**config.mk**
```make
export PLATFORM = sky130hd
export DESIGN_NAME = port_uart_tx
export DESIGN_NICKNAME = d
export VERILOG_FILES = /design/src/rtl/port_uart_tx.sv
export SDC_FILE = /design/constraint.sdc
export NUM_CORES = 1
export LEC_CHECK = 0
export CAP_MARGIN = 20
export CORE_MARGIN = 2
export CORE_UTILIZATION = 55
export CTS_BUF_LIST = sky130_fd_sc_hd__clkbuf_16
export CTS_CLUSTER_SIZE = 30
export DETAILED_ROUTE_END_ITERATION = 10
export PLACE_DENSITY = 0.74
export SETUP_SLACK_MARGIN = 0.1
export SLEW_MARGIN = 40
export SYNTH_ARGS = -nofsm -noshare
export SYNTH_HDL_FRONTEND = slang
export SYNTH_SLANG_ARGS = --single-unit
```
**constraint.sdc**
```tcl
create_clock -name clk -period 3.6 [get_ports clk]
set_input_delay 0.72 -clock clk [delete_from_list [all_inputs] [get_ports clk]]
set_output_delay 0.72 -clock clk [all_outputs]
set_load 0.01 [all_outputs]
```
**src/rtl/port_uart_tx.sv**
```systemverilog
// port_uart_tx: logs every change of the MCU 16-bit port bus. Each new value is queued in a
// small FIFO and sent as two 8N1 UART bytes, low byte first.
module port_uart_tx #(
  parameter int DATA_W       = 16,
  parameter int DEPTH        = 4,
  parameter int CLKS_PER_BIT = 16
) (
  input  logic                   clk,
  input  logic                   rst,
  input  logic [DATA_W-1:0]      port_in,
  input  logic                   ovf_clr,
  output logic                   txd,
  output logic                   busy,
  output logic [$clog2(DEPTH):0] fifo_count,
  output logic                   overflow
);

  localparam int PTR_W = $clog2(DEPTH);
  localparam int CNT_W = PTR_W + 1;
  localparam int CLK_W = $clog2(CLKS_PER_BIT);

  localparam logic [CNT_W-1:0] FULL_CNT = CNT_W'(DEPTH);
  localparam logic [CLK_W-1:0] LAST_CLK = CLK_W'(CLKS_PER_BIT - 1);

  typedef enum logic [1:0] {
    IDLE,
    START,
    DATA,
    STOP
  } stateT;

  // Change detector and FIFO bookkeeping
  logic [DATA_W-1:0] lastQ;
  logic [DATA_W-1:0] mem [DEPTH];
  logic [PTR_W-1:0]  wrPtr;
  logic [PTR_W-1:0]  rdPtr;
  logic [CNT_W-1:0]  count;

  // Serializer
  stateT             state;
  logic [DATA_W-1:0] sh;
  logic              byteSel;
  logic [2:0]        bitIdx;
  logic [CLK_W-1:0]  clkCnt;

  logic       push;
  logic       pop;
  logic       accept;
  logic       drop;
  logic [7:0] curByte;
  logic [2:0] nextIdx;
  logic       bitDone;

  always_comb begin
    push    = (port_in != lastQ);
    pop     = (state == IDLE) && (count != '0);
    // A full FIFO still takes the word when the head leaves on the same edge.
    accept  = push && ((count < FULL_CNT) || pop);
    drop    = push && !accept;
    curByte = byteSel ? sh[15:8] : sh[7:0];
    nextIdx = bitIdx + 3'd1;
    bitDone = (clkCnt == LAST_CLK);
  end

  // NOTE: sequential state uses non-blocking assignments so every register samples the
  // pre-edge values, regardless of block ordering.
  always_ff @(posedge clk or posedge rst) begin
    if (rst) begin
      lastQ    <= '0;
      wrPtr    <= '0;
      rdPtr    <= '0;
      count    <= '0;
      overflow <= 1'b0;
    end else begin
      lastQ <= port_in;
      if (accept) wrPtr <= wrPtr + PTR_W'(1);
      if (pop)    rdPtr <= rdPtr + PTR_W'(1);
      case ({accept, pop})
        2'b10:   count <= count + CNT_W'(1);
        2'b01:   count <= count - CNT_W'(1);
        default: count <= count;
      endcase
      // A drop on the clearing edge wins so the lost word is never hidden.
      if (drop)         overflow <= 1'b1;
      else if (ovf_clr) overflow <= 1'b0;
    end
  end

  // NOTE: the word storage is not reset; the pointers and count alone decide which entries
  // are valid, so resetting the array would only cost flops.
  always_ff @(posedge clk) begin
    if (accept) mem[wrPtr] <= port_in;
  end

  assign fifo_count = count;

  always_ff @(posedge clk or posedge rst) begin
    if (rst) begin
      state   <= IDLE;
      txd     <= 1'b1;
      busy    <= 1'b0;
      sh      <= '0;
      byteSel <= 1'b0;
      bitIdx  <= '0;
      clkCnt  <= '0;
    end else begin
      case (state)
        IDLE: begin
          if (pop) begin
            sh      <= mem[rdPtr];
            byteSel <= 1'b0;
            clkCnt  <= '0;
            txd     <= 1'b0;
            busy    <= 1'b1;
            state   <= START;
          end
        end

        START: begin
          if (bitDone) begin
            clkCnt <= '0;
            bitIdx <= '0;
            txd    <= curByte[0];
            state  <= DATA;
          end else begin
            clkCnt <= clkCnt + CLK_W'(1);
          end
        end

        DATA: begin
          if (bitDone) begin
            clkCnt <= '0;
            if (bitIdx == 3'd7) begin
              txd   <= 1'b1;
              state <= STOP;
            end else begin
              bitIdx <= nextIdx;
              txd    <= curByte[nextIdx];
            end
          end else begin
            clkCnt <= clkCnt + CLK_W'(1);
          end
        end

        STOP: begin
          if (bitDone) begin
            clkCnt <= '0;
            if (!byteSel) begin
              // Low byte done; the high byte follows with no idle gap.
              byteSel <= 1'b1;
              txd     <= 1'b0;
              state   <= START;
            end else begin
              busy  <= 1'b0;
              state <= IDLE;
            end
          end else begin
            clkCnt <= clkCnt + CLK_W'(1);
          end
        end

        default: begin
          txd   <= 1'b1;
          busy  <= 1'b0;
          state <= IDLE;
        end
      endcase
    end
  end

endmodule

```
==> results.yml, run 1 <==
status:
  status: "finished clean"
pwr:
  p_total_mw: 5.17
  ir_drop_v: 0.000517
  p_leak_nw: 2.27
  power.density_mw_per_mm2: 901
global_routing:
  grt_start_max_net_pins: 30
  grt_pass1_vias: 2856
  track_usage_pct: 20.1
  grt_pass1_wl_mm: 14.6
  antenna_found_initial: 0
  grt_overflow: 0
placement:
  dp_hpwl_mm: 5.28
  place_inst: 444
  dpl_cell_area_sq_mm: 0.00516
  preCtsSetupSlack_ns: 0.187
  port_buffers: 24
  place.gp.congestion: 0.777
detailed_routing:
  firstDrtPassIters: 4
  antenna_left: 0
  viasPerCell: 5.51
  drc: 0
  wl_per_cell_um: 18.2
  wirelength_mm: 8.67
  num_vias: 2629
  drtIter0Drc: 185
setup_path:
  crit_slowest_cell: "clkdlybuf4s50_1"
  worstPathArrival_ns: 3.28
  required_ns: 3.92
  crit_chain: "clkdlybuf4s50_1 -> xnor2_1 -> nand4_1 -> nor4_1 -> a21oi_1 -> inv_1 -> ha_1 -> inv_1 -> fa_1 -> xor2_1 -> nor2_1 -> xnor2_1"
  critical_path.top_delay_family: "buffers and inverters"
  cp_num_buf_inv: 3
  cp_max_fo: 6
  worst-setup-path-type: "in -> reg"
  worstSetupEndpointType: "flip-flop"
  cpPeakStageDelay_ns: 0.64
  ff2ff_setup_slack_ns: 1.14
  worst_setup_path_start_kind: "primary input"
logic_synthesis:
  syn-instance-count: 315
  yosys.cell_types.count: 43
  ys_ff_latch: 116
  synthesis.area_sq_mm: 0.00479
  synthFlopType: "edfxtp_1"
  synth_warnings: 0
  postSynth.asyncResetShare_pct: 44.8
  avgSynthCellArea_sq_um: 15.2
  synth_edf_count: 64
  ys_seq_area_share_pct: 67.3
  syn-num-nets: 348
clock_tree:
  cts-root-buf: "clkbuf_16"
  cts_sinks: 116
  cts_setup_buffers: 0
  ctsHoldBuffers: 0
  clkTransAtPathRegs_ns: 0.05
  htreeDepth: 4
  numCtsBuffers: 17
  cts_resized: 0
  clockBufferDepth: 2
  cts_tree: "yes"
  clk_latency_ns: 0.40
hold_path:
  hp-class: "reg -> reg"
cells_and_area:
  area_growth_pct: 19.6
  final_cells: 477
  design_area_sq_mm: 0.00573
  final_nets: 389
  antenna_cells: 0
  drive_above_1_share_pct: 18.2
  final_core_util_pct: 66.7
timing:
  slew_violations: 0
  setup_ws_ns: 0.640
  fin_setup_tns_ns: 0
  clock.fmax_mhz: 338
  setup_violations: 0
  holdWs_ns: 0.474
  fin_crit_sh_pct: 82.2
  worst_pin_slew_ns: 0.490
  fin_skew_ns: 0.00966
  relSlewSlack_pct: 67.4
  grt_setup_unrepaired: "false"
  final-hold-violation-count: 0
  layout_min_cycle_time_ns: 2.96
floorplanning:
  start_util_pct: 55.8
  rows: 34
  die-height_um: 97.4
  core_area_sq_mm: 0.00859
  die_x_um: 97.4
  die_area_sq_mm: 0.00948
  pin_count: 25
run:
  cap_violations: 0
registers in the layout, indices dropped and copies added (netlist names):
name,cells
busy,1
lastQ,16
rdPtr,2
sh,16
state,2
byteSel,1
wrPtr,2
bitIdx,3
mem,64
txd,1
clkCnt,4
fifo_count,3
overflow,1
placed cells by master (no fill, tap or decap), types with 6 or more instances in the layout:
cell type / Yosys / final
edfxtp_1: 64 / 64
nand2_1: 57 / 57
dfrtp_1: 51 / 50
clkdlybuf4s50_1: 0 / 24
xnor2_1: 21 / 21
mux4_2: 19 / 19
clkbuf_16: 0 / 17
ha_1: 13 / 13
inv_1: 12 / 12
nor2_1: 9 / 9
o21ai_0: 6 / 6
a21oi_1: 6 / 6
buf_4: 1 / 6
final timing paths:
kind / from / end / depth (start not counted)
min in group asynchronous: rst / fifo_count[0] / 3
worst max register to register: state[1] / fifo_count[2] / 10
worst max-delay path: port_in[6] / fifo_count[2] / 12
worst min-delay path: sh[4] / sh[4] / 2
max in group asynchronous: rst / txd / 3
worst min register to register: sh[4] / sh[4] / 2
metal layers:
| metal | vias to the layer above | track usage [%] | share of wire [%] |
|---|---|---|---|
| li1 | 1229 | - | - |
| met1 | 1356 | 26.4 | 46 |
| met2 | 38 | 33.7 | 51 |
| met3 | 6 | 4.75 | 2.8 |
| met4 | 0 | 6.09 | 0.68 |
| met5 | - | 0 | 0 |
cells in the mapped netlist (2+ instances only):
library cell / instances / share of area (%)
buf_6: 2 / 0.47
nand3_1: 2 / 0.21
dfrtp_1: 51 / 27
a22o_1: 5 / 0.91
o41ai_1: 2 / 0.37
o21ai_0: 6 / 0.63
mux2_1: 2 / 0.47
and2_1: 4 / 0.52
ha_1: 13 / 3.4
buf_1: 2 / 0.16
mux2_2: 3 / 0.70
inv_1: 12 / 0.94
xnor2_1: 21 / 3.8
mux4_2: 19 / 8.9
mux2i_1: 3 / 0.63
a21oi_1: 6 / 0.63
buf_2: 3 / 0.31
nand2b_1: 2 / 0.26
edfxtp_1: 64 / 40
a21o_1: 2 / 0.31
nand4_1: 4 / 0.52
o21ai_1: 2 / 0.21
nor2_1: 9 / 0.70
nand2_1: 57 / 4.5
worst register-to-register path, cell delays in order (launching register included):
cell     delay (ns)
dfrtp_1        0.41
inv_1          0.14
ha_1           0.34
o31ai_4        0.15
inv_2          0.28
ha_1           0.25
inv_1          0.06
fa_1           0.37
xor2_1         0.15
nor2_1         0.11
xnor2_1        0.12
layout make-up:
cell class / count / area (sq um)
sequential: 116 / 3230
fill: 609 / 2860
multi-input combinational: 177 / 1470
clock buffer: 17 / 425
timing repair buffer: 31 / 297
tap: 108 / 135
clock inverter: 15 / 133
inverter: 13 / 48.8
report_power, final:
part | total [mW] | switching [mW] | internal [mW]
logic | 1.46 | 0.783 | 0.681
registers | 2.13 | 0.243 | 1.88
clock network | 1.58 | 0.624 | 0.953
total | 5.17 | 1.65 | 3.52
cells by family after synthesis:
logic type,after synthesis,share of synthesized area [%]
flip-flops,116,67.3
AND/OR/NAND/NOR,84,7.54
AO/OA/AOI/OAI,30,4.44
multiplexers,27,10.7
XOR/XNOR,22,4.02
buffers and inverters,22,2.19
adder cells (fa/ha/maj),14,3.81
No activity file was read; power rests on OpenSTA's default activity.
==> inputs of run 2 (changes only) <==
- clock period: 3.6 -> 2.8 ns (I/O delays scaled with it)
==> results.yml, run 2 (same netlist as run 1, synthesis figures left out) <==
setup_path:
  worst_setup_path_start_kind: "primary input"
  worstSetupEndpointType: "flip-flop"
  required_ns: 3.13
  cpPeakStageDelay_ns: 0.52
  crit_slowest_cell: "clkdlybuf4s50_1"
  cp_max_fo: 2
  worst-setup-path-type: "in -> reg"
  crit_chain: "clkdlybuf4s50_1 -> xnor2_1 -> nand4_1 -> nor4_2 -> buf_4 -> a21oi_1 -> inv_1 -> ha_2 -> inv_1 -> fa_2 -> xor2_1 -> nor2_1 -> xnor2_1"
  critical_path.top_delay_family: "buffers and inverters"
  worstPathArrival_ns: 2.87
  cp_num_buf_inv: 4
pwr:
  power.density_mw_per_mm2: 1140
  p_sw_mw: 2.21
  clkPwrFrac_pct: 30.1
  power.internal_mw: 4.67
  p_sw_share_pct: 32.1
  p_leak_nw: 2.51
  ir_drop_v: 0.000697
  p_total_mw: 6.88
  power_frac_comb_pct: 30.2
  power_frac_seq_pct: 39.8
timing:
  fin_setup_tns_ns: 0
  layout_min_cycle_time_ns: 2.54
  worst_pin_slew_ns: 0.861
  final-hold-violation-count: 0
  relSlewSlack_pct: 42.6
  fin_skew_ns: 0.0106
  grt_setup_unrepaired: "false"
  slew_violations: 0
  setup_violations: 0
  fin_crit_sh_pct: 90.7
  clock.fmax_mhz: 394
status:
  status: "finished clean"
floorplanning:
  die_x_um: 97.4
  rows: 34
  die-height_um: 97.4
  start_util_pct: 55.8
  pin_count: 25
  die_area_sq_mm: 0.00948
  core_area_sq_mm: 0.00859
placement:
  port_buffers: 24
  dp_hpwl_mm: 5.56
  place_inst: 466
  place.gp.congestion: 0.764
clock_tree:
  cts_tree: "yes"
  htreeDepth: 4
  cts-root-buf: "clkbuf_16"
  clockBufferDepth: 2
  clk_latency_ns: 0.41
  numCtsBuffers: 17
  cts_sinks: 116
  clkTransAtPathRegs_ns: 0.06
cells_and_area:
  final_cell_mix: "64 x edfxtp_1, 57 x nand2_1, 51 x dfrtp_1, 24 x buf_4, 19 x mux4_2"
  fillCellCount: 560
  antenna_cells: 0
  final_nets: 410
  area_growth_pct: 25.3
  top_regs: "mem x64, lastQ x16, sh x16"
  drive_above_1_share_pct: 23.8
  final_cells: 498
  mostFrequentLayoutCell: "edfxtp_1"
  regMostFlops: "mem"
  largest_reg_flops: 64
  final_core_util_pct: 69.9
detailed_routing:
  drc: 0
  wirelength_mm: 9.23
  viasPerCell: 5.46
  drtIter0Drc: 92
  num_vias: 2717
  antenna_left: 0
  firstDrtPassIters: 4
  wl_per_cell_um: 18.5
run:
  cap_violations: 0
global_routing:
  antenna_found_initial: 0
  grt_pass1_vias: 2996
  grt_overflow: 0
  grt_pass1_wl_mm: 15.3
  track_usage_pct: 21.6
  grt_start_max_net_pins: 39
hold_path:
  hp-class: "in -> reg"
-- run 2: changes by cell type in the layout (fill, tap and decap cells not counted), moves of 2 or more --
cell,before,now
and2_2,3,0
dlymetal6s2s_1,0,10
clkinv_4,4,2
buf_4,6,24
xnor2_2,0,4
and2_1,1,4
xnor2_1,21,17
clkdlybuf4s50_1,24,13
inv_6,4,8
buf_12,0,4
-- run 2: path summary, 6_finish.rpt --
| kind | to | slack, ns | cells past startpoint | start |
|---|---|---|---|---|
| worst max-delay path | fifo_count[2] | 0.26 | 13 | port_in[6] |
| worst min-delay path | mem[0][15] | 0.43 | 1 | port_in[15] |
| worst max register to register | fifo_count[2] | 0.42 | 12 | lastQ[1] |
| worst min register to register | sh[0] | 0.47 | 2 | sh[0] |
| max in group asynchronous | lastQ[6] | 1.66 | 3 | rst |
| min in group asynchronous | fifo_count[0] | 0.56 | 2 | rst |
-- run 2: timing repair --
action | 4_1_cts | 5_1_grt
hold buffers | 0 | 0
resized for setup | 1 | 17
buffers inserted | 0 | 0
endpoints found under the setup margin | 1 | 1
hold endpoints to repair | 0 | 0
gates cloned | 0 | 0
pin swaps | 0 | 4
-- run 2: final cells by class --
cell class | count | area, sq um | area share [%]
inverters | 13 | 50.0 | 0.833
repair buffers | 52 | 524 | 8.73
multi-input cells | 177 | 1510 | 25.1
clock inverters | 15 | 143 | 2.37
well taps | 108 | 135 | 2.25
clock buffers | 17 | 425 | 7.08
flip-flops and latches | 116 | 3220 | 53.7
-- run 2: power by group through the flow --
| stage | clock, mW | sequential (mW) | combinational, mW |
|---|---|---|---|
| 3_5_place_dp | 0 | 2.75 | 2.04 |
| 4_1_cts | 2.09 | 2.74 | 2.09 |
| 6_report | 2.07 | 2.74 | 2.07 |
| 3_3_place_gp | 0 | 2.72 | 1.99 |
| 2_1_floorplan | 0 | 2.64 | 1.42 |
| 5_1_grt | 2.17 | 2.79 | 2.30 |
-- run 2: metal layers --
layer	up-vias	track usage, %	wire length, um
li1	1273	-	-
met4	0	10.4	201
met3	19	5.40	285
met1	1376	27.0	3890
met5	-	0	0
met2	49	35.6	4850
-- run 2: through the flow --
step / instance area [sq um] / hold slack (ns) / setup WS, ns
5_1_grt: 6010 / 0.446 / 0.110
2_1_floorplan: 4790 / 0.438 / 0.400
3_5_place_dp: 5370 / 0.456 / -0.296
4_1_cts: 5940 / 0.475 / 0.125
6_report: 6010 / 0.432 / 0.259
3_3_place_gp: 5370 / 0.452 / -0.308
-- run 2: worst reg2reg max path, delay by kind of cell (launching register included) --
family,cells,cell delay (ns)
adder cells (fa/ha/maj),2,0.51
AND/OR/NAND/NOR,3,0.59
flip-flops,1,0.39
XOR/XNOR,3,0.46
buffers and inverters,3,0.30
AO/OA/AOI/OAI,1,0.05
